$ cat config.mk
export PLATFORM = sky130hd
export DESIGN_NAME = ram_arbiter_flat
export DESIGN_NICKNAME = d
export VERILOG_FILES = /design/src/rtl/ram_arbiter_pkg.sv /design/src/rtl/ram_arbiter_if.sv /design/src/rtl/ram_arbiter_arb_pick2.sv /design/src/rtl/ram_arbiter.sv /design/src/flat_wrapper.sv
export SDC_FILE = /design/constraint.sdc
export NUM_CORES = 1
export LEC_CHECK = 0
export BUFFER_PORTS_ARGS = -buffer_cell sky130_fd_sc_hd__buf_2
export CAP_MARGIN = 20
export CORE_AREA = 3 3 120 122
export CTS_CLUSTER_DIAMETER = 120
export CTS_CLUSTER_SIZE = 20
export DETAILED_ROUTE_END_ITERATION = 12
export DIE_AREA = 0 0 123 125
export PLACE_DENSITY = 0.4
export SYNTH_ARGS = -nofsm -noshare
export SYNTH_HDL_FRONTEND = slang
export SYNTH_HIERARCHICAL = 1
export SYNTH_SLANG_ARGS = --single-unit
$ cat constraint.sdc
create_clock -name clk_sys_i -period 2.73 [get_ports clk_sys_i]
set_input_delay 0 -clock clk_sys_i [delete_from_list [all_inputs] [get_ports clk_sys_i]]
set_output_delay 0 -clock clk_sys_i [all_outputs]
set_load 0.02 [all_outputs]
$ cat src/rtl/ram_arbiter_pkg.sv
// Shared definitions for the two-master RAM arbiter.
package ram_arbiter_pkg;

    // Arbiter state: IDLE evaluates requests, GNT carries one transaction.
    typedef enum logic {
        ARB_IDLE = 1'b0,
        ARB_GNT  = 1'b1
    } arb_state_e;

    // Master indices, used for grant and last-served bookkeeping.
    localparam logic M0 = 1'b0;
    localparam logic M1 = 1'b1;

    localparam int DATA_W = 32;
    localparam int STRB_W = 4;

endpackage

$ cat src/rtl/ram_arbiter_if.sv
// Valid/ready word-memory bus shared by both masters and the RAM side.
// A wstrb of zero marks a read; rdata is meaningful while ready is high.
interface ram_arbiter_if #(
    parameter int ADDR_W = 32
);
    logic              valid;
    logic [ADDR_W-1:0] addr;
    logic [31:0]       wdata;
    logic [3:0]        wstrb;
    logic [31:0]       rdata;
    logic              ready;

    // Requester side: presents the access and waits for ready.
    modport master (
        output valid, addr, wdata, wstrb,
        input  rdata, ready
    );

    // Responder side: accepts the access and returns ready/rdata.
    modport slave (
        input  valid, addr, wdata, wstrb,
        output rdata, ready
    );
endinterface

$ cat src/rtl/ram_arbiter_arb_pick2.sv
// Two-way request picker: a lone requester always wins; a tie goes to m0
// under fixed priority, otherwise to the master not served most recently.
module arb_pick2
    import ram_arbiter_pkg::*;
(
    input  logic [1:0] req_i,
    input  logic       last_i,
    input  logic       fixed_prio_i,
    output logic       winner_o
);

    // Winner selection; an empty request vector defaults to m0 (unused).
    always_comb begin
        winner_o = M0;
        case (req_i)
            2'b01:   winner_o = M0;
            2'b10:   winner_o = M1;
            2'b11:   winner_o = fixed_prio_i ? M0 : ~last_i;
            default: winner_o = M0;
        endcase
    end

endmodule

$ cat src/rtl/ram_arbiter.sv
// Shares one single-port word RAM between two valid/ready masters.
// One transaction is in flight at a time; the grant is registered in IDLE
// and held for the whole GNT phase, so a zero-wait RAM gives one access
// every two cycles.
//
// state    | meaning
// ---------+-----------------------------------------------------------
// ARB_IDLE | no access on the RAM bus; pending requests are arbitrated
// ARB_GNT  | granted master is routed to the RAM until ready or drop
module ram_arbiter
    import ram_arbiter_pkg::*;
#(
    parameter int ADDR_W     = 32,
    parameter bit FIXED_PRIO = 1'b0
) (
    input  logic          clk_sys_i,
    input  logic          rst_i,
    ram_arbiter_if.slave  m0_io,
    ram_arbiter_if.slave  m1_io,
    ram_arbiter_if.master mem_io
);

    arb_state_e state_q;
    logic       grant_q;
    logic       last_q;

    logic [1:0]        req;
    logic              winner;
    logic              active;
    logic              sel_valid;
    logic [ADDR_W-1:0] sel_addr;
    logic [31:0]       sel_wdata;
    logic [3:0]        sel_wstrb;
    logic              done;

    assign req = {m1_io.valid, m0_io.valid};

    arb_pick2 u_pick (
        .req_i        (req),
        .last_i       (last_q),
        .fixed_prio_i (FIXED_PRIO),
        .winner_o     (winner)
    );

    // Route the granted master's request fields toward the RAM.
    always_comb begin
        sel_valid = m0_io.valid;
        sel_addr  = m0_io.addr;
        sel_wdata = m0_io.wdata;
        sel_wstrb = m0_io.wstrb;
        if (grant_q == M1) begin
            sel_valid = m1_io.valid;
            sel_addr  = m1_io.addr;
            sel_wdata = m1_io.wdata;
            sel_wstrb = m1_io.wstrb;
        end
    end

    // Reset gates the bus combinationally so a reset cycle can never write.
    assign active = (state_q == ARB_GNT) && !rst_i;
    assign done   = mem_io.valid && mem_io.ready;

    assign mem_io.valid = active && sel_valid;
    assign mem_io.addr  = sel_addr;
    assign mem_io.wdata = sel_wdata;
    assign mem_io.wstrb = sel_wstrb;

    assign m0_io.ready = done && (grant_q == M0);
    assign m1_io.ready = done && (grant_q == M1);
    assign m0_io.rdata = mem_io.rdata;
    assign m1_io.rdata = mem_io.rdata;

    // Arbitration FSM: grant in IDLE, release on completion or abandonment.
    always_ff @(posedge clk_sys_i) begin
        if (rst_i) begin
            state_q <= ARB_IDLE;
            grant_q <= M0;
            last_q  <= M1;
        end else begin
            case (state_q)
                ARB_IDLE: begin
                    if (req != 2'b00) begin
                        grant_q <= winner;
                        state_q <= ARB_GNT;
                    end
                end
                ARB_GNT: begin
                    // A dropped request is abandoned without touching the
                    // fairness history.
                    if (!sel_valid) begin
                        state_q <= ARB_IDLE;
                    end else if (mem_io.ready) begin
                        last_q  <= grant_q;
                        state_q <= ARB_IDLE;
                    end
                end
            endcase
        end
    end

endmodule

$ cat src/flat_wrapper.sv
// flat-port wrapper written by rule: the top's interface ports become plain ports
module ram_arbiter_flat import ram_arbiter_pkg::*;
#(
    parameter int ADDR_W     = 32,
    parameter bit FIXED_PRIO = 1'b0
)
  (clk_sys_i, rst_i, m0_io_valid, m0_io_addr, m0_io_wdata, m0_io_wstrb, m0_io_rdata, m0_io_ready, m1_io_valid, m1_io_addr, m1_io_wdata, m1_io_wstrb, m1_io_rdata, m1_io_ready, mem_io_valid, mem_io_addr, mem_io_wdata, mem_io_wstrb, mem_io_rdata, mem_io_ready);
  ram_arbiter_if #(.ADDR_W(ADDR_W)) m0_io_i ();
  ram_arbiter_if #(.ADDR_W(ADDR_W)) m1_io_i ();
  ram_arbiter_if #(.ADDR_W(ADDR_W)) mem_io_i ();
  input  logic clk_sys_i;
  input  logic rst_i;
  input wire logic [$bits(m0_io_i.valid)-1:0] m0_io_valid;
  input wire logic [$bits(m0_io_i.addr)-1:0] m0_io_addr;
  input wire logic [$bits(m0_io_i.wdata)-1:0] m0_io_wdata;
  input wire logic [$bits(m0_io_i.wstrb)-1:0] m0_io_wstrb;
  output wire logic [$bits(m0_io_i.rdata)-1:0] m0_io_rdata;
  output wire logic [$bits(m0_io_i.ready)-1:0] m0_io_ready;
  input wire logic [$bits(m1_io_i.valid)-1:0] m1_io_valid;
  input wire logic [$bits(m1_io_i.addr)-1:0] m1_io_addr;
  input wire logic [$bits(m1_io_i.wdata)-1:0] m1_io_wdata;
  input wire logic [$bits(m1_io_i.wstrb)-1:0] m1_io_wstrb;
  output wire logic [$bits(m1_io_i.rdata)-1:0] m1_io_rdata;
  output wire logic [$bits(m1_io_i.ready)-1:0] m1_io_ready;
  output wire logic [$bits(mem_io_i.valid)-1:0] mem_io_valid;
  output wire logic [$bits(mem_io_i.addr)-1:0] mem_io_addr;
  output wire logic [$bits(mem_io_i.wdata)-1:0] mem_io_wdata;
  output wire logic [$bits(mem_io_i.wstrb)-1:0] mem_io_wstrb;
  input wire logic [$bits(mem_io_i.rdata)-1:0] mem_io_rdata;
  input wire logic [$bits(mem_io_i.ready)-1:0] mem_io_ready;
  assign m0_io_i.valid = m0_io_valid;
  assign m0_io_i.addr = m0_io_addr;
  assign m0_io_i.wdata = m0_io_wdata;
  assign m0_io_i.wstrb = m0_io_wstrb;
  assign m0_io_rdata = m0_io_i.rdata;
  assign m0_io_ready = m0_io_i.ready;
  assign m1_io_i.valid = m1_io_valid;
  assign m1_io_i.addr = m1_io_addr;
  assign m1_io_i.wdata = m1_io_wdata;
  assign m1_io_i.wstrb = m1_io_wstrb;
  assign m1_io_rdata = m1_io_i.rdata;
  assign m1_io_ready = m1_io_i.ready;
  assign mem_io_valid = mem_io_i.valid;
  assign mem_io_addr = mem_io_i.addr;
  assign mem_io_wdata = mem_io_i.wdata;
  assign mem_io_wstrb = mem_io_i.wstrb;
  assign mem_io_i.rdata = mem_io_rdata;
  assign mem_io_i.ready = mem_io_ready;
  ram_arbiter #(.ADDR_W(ADDR_W), .FIXED_PRIO(FIXED_PRIO)) u_core (.clk_sys_i(clk_sys_i), .rst_i(rst_i), .m0_io(m0_io_i), .m1_io(m1_io_i), .mem_io(mem_io_i));
endmodule
==> results by group <==
Status
  • Status: complete, no violations

Cells and area
  • Final nets: 480
  • Share of layout cells above drive strength 1: 93.5%
  • Non-Filler Cell Area, Final: 2330 um^2
  • Filler cell count: around 1,500
  • Area delta synth->final: 52.2%

STA
  • Final setup violation count: 0
  • Clock skew: 0.00180 ns
  • Max Fclk: 0.580 GHz
  • Final Hold Fails: 0
  • Fin crit period: 1.72 ns
  • Setup TNS: 0 ns
  • Fin crit share: 63.1%
  • Fin worst setup slack: 1.01 ns
  • RSZ-0062 raised after global routing: no
  • Worst hold slack: 0.00000971 ns
  • Max-slew violations: 0

Critical path
  • Crit-path slowest cell: dfxtp_4
  • CP Class: register to output port
  • Reg-to-reg setup timing slack: between 1 and 1.5 ns
  • Crit-path max cell delay: 0.51 ns
  • Worst Setup End Kind: output port
  • Required time worst endpoint: 2.73 ns
  • R2R cell count: 3
  • Critical Path AT: 1.72 ns
  • CP Launch Type: register
  • CP cell instances: buf_12 > mux2i_1 > nor3b_1 > buf_2
  • R2r startpoint: u_core/grant_q
  • Reg-to-reg endpoint: u_core/state_q
  • Max FO, Critical Path: between 50 and 60

Global routing
  • Initial antenna violation count: 1
  • Global-route wire length before repair: 9100 um
  • Vias in the first global route: between 1,500 and 2,000
  • GRT Total Usage: under 10%
  • Largest net degree at the start of global routing: between 50 and 60
  • GRT overflow: 0

Clock network
  • Skew-Pair Late Insertion Delay: roughly 0.22 ns
  • CTS Buf Count: 3
  • CTS tree: built
  • Clk root buf: clkbuf_16
  • Clk pin slew, worst setup/hold paths: 0.03 ns
  • Clock sinks: 3
  • Setup Buffers After CTS: 0
  • # resized after CTS: 0
  • CTS HTree Levels: 1
  • Clock Path Buffers: 2
  • Hold-fix buffers, CTS: 0

Detailed routing
  • Detailed-route DRC error count: 0
  • Drt wl/cell: 13.8 um
  • Via-to-Cell Ratio: ~3.4
  • Drt first pass iters: 4
  • Initial DRC Count: 11
  • Via count: 1,661
  • Routed wire length: roughly 6700 um
  • Antenna Nets Post-Route: 0

Synthesis
  • Synth top area share: 50.0%
  • FFs w/ async S/R, synth: 0%
  • Post-synthesis sequential area ratio: 3.92%
  • Warnings, synthesis: 6
  • Top post-synthesis cells by area: mux2_2 50%, buf_4 31%, dfxtp_1 3.9%, clkbuf_8 3.6%, buf_6 2.9%
  • Yosys top cell by area: mux2_2
  • Unique cell type count in the Yosys netlist: 21
  • Seq cells post-synth: 3
  • Syn_nets: 335
  • Mapped cell area: roughly 1500 um^2
  • Syn avg cell area: 9.46 um^2
  • Top_reg_cell synth: dfxtp_1
  • Cells after Synth: between 150 and 200
  • EDFF count, synth: 0

Worst hold path
  • Hold Crit Class: primary input to output port
  • Hold path start: mem_io_rdata[13]
  • Hold endpoint: m0_io_rdata[13]
  • WHS Path Cells: 0

Placement
  • Placed cell area: around 2300 um^2
  • Gpl congestion: 0.705
  • Hpwl dp: 5890 um
  • Dpl ws: 1.21 ns
  • I/O Buffers: 211

Pwr
  • PwrDens: 301 nW/um^2
  • Clk pwr share: 33.2%
  • Net Switching: between 0.2 and 0.3 mW
  • Power Internal: 0.446 mW
  • Peak VDD IR: 0.114 mV
  • Combinational Power Share: 59.0%
  • Switching Share: 36.6%
  • Total Power: 0.703 mW
  • Flop pwr share: 7.8%
  • Leak: 1.20 nW

Die
  • Die H: 125 um
  • Initial core utilization: a little under an eighth
  • Core area: 13,300 um^2
  • Core Rows: 42
  • # IOs: 308
  • Die extent in x: 123 um
  • Area of the die: 15,400 um^2

Job
  • Max_cap viols: 0
[critical path: cells and delay by family, from the launching register on]
| kind | cells | cell delay, ns |
|---|---|---|
| buffers and inverters | 2 | 0.53 |
| DFF | 1 | 0.51 |
| muxes | 1 | 0.15 |
| and+or+nand+nor | 1 | 0.26 |
[metal layers]
metal | GRT usage [%] | vias up | wire length [um]
li1 | - | 785 | -
met1 | 7.64 | 725 | 2250
met2 | 15.0 | 144 | 3370
met3 | 2.44 | 7 | 1010
met4 | 1.76 | 0 | 51
met5 | 0 | - | 0
[Yosys cell counts (2+ instances only)]
cell	count
clkbuf_8	4
nand2_1	2
mux2i_1	2
dfxtp_1	3
buf_6	4
mux2_2	68
buf_4	64
nand2b_1	2
[cell families (layout without fill, tap and decap cells)]
kind of cell	after synthesis	count (layout)	synth area share (%)
buffers and inverters	73	217	38.1
AO/OA/AOI/OAI	5	5	2.12
multiplexers	70	70	51.3
flip-flops	3	3	3.92
other	1	2	0.245
AND/OR/NAND/NOR	10	10	4.33
[area by class of cell]
class / count / area (um^2) / share of cell area [%]
Antenna cell: 1 / 2.50 / 0.107
Clock buffer: 4 / 78.8 / 3.38
Inverter: 1 / 3.75 / 0.161
Multi-Input combinational cell: 86 / 888 / 38.1
Sequential cell: 3 / 63.8 / 2.73
Tap cell: 176 / 220 / 9.44
Timing Repair Buffer: 212 / 1080 / 46.1
[state kept, by name (all words and copies together) (netlist names)]
register	count
u_core/state_q	1
u_core/grant_q	1
u_core/last_q	1
[power by group through the flow]
stage               sequential [mW]  clock, mW  combinational [mW]
floorplan                    0.0497          0               0.384
global placement             0.0554          0               0.418
detailed placement           0.0560          0               0.421
CTS                          0.0555      0.238               0.423
global route                 0.0565      0.244               0.450
finish                       0.0550      0.234               0.415
[stage by stage]
stage,std cells,util [%]
6_report,483,17.6
5_1_grt,483,17.6
4_1_cts,482,17.5
3_5_place_dp,478,16.9
3_3_place_gp,478,16.9
2_1_floorplan,162,-
[worst max path at each step]
stage                   start           end  slack, ns  depth (start not counted)
2_1_floorplan  u_core/grant_q   m1_io_ready       1.59                          4
3_3_place_gp   u_core/grant_q  mem_io_valid       1.23                          4
3_5_place_dp   u_core/grant_q  mem_io_valid       1.21                          4
4_1_cts        u_core/grant_q  mem_io_valid       0.96                          4
5_1_grt        u_core/grant_q  mem_io_valid       0.89                          4
6_report       u_core/grant_q  mem_io_valid       1.01                          4
[cells in the final DEF, fill, tap and decap left out, types with 2 or more instances in the layout]
| cell type | netlist | routed |
|---|---|---|
| mux2i_1 | 2 | 2 |
| nand2_1 | 2 | 2 |
| mux2_2 | 68 | 68 |
| nand2b_1 | 2 | 2 |
| dfxtp_1 | 3 | 2 |
| clkbuf_16 | 0 | 3 |
| buf_2 | 0 | 211 |
(Power assumes the default switching activity.)
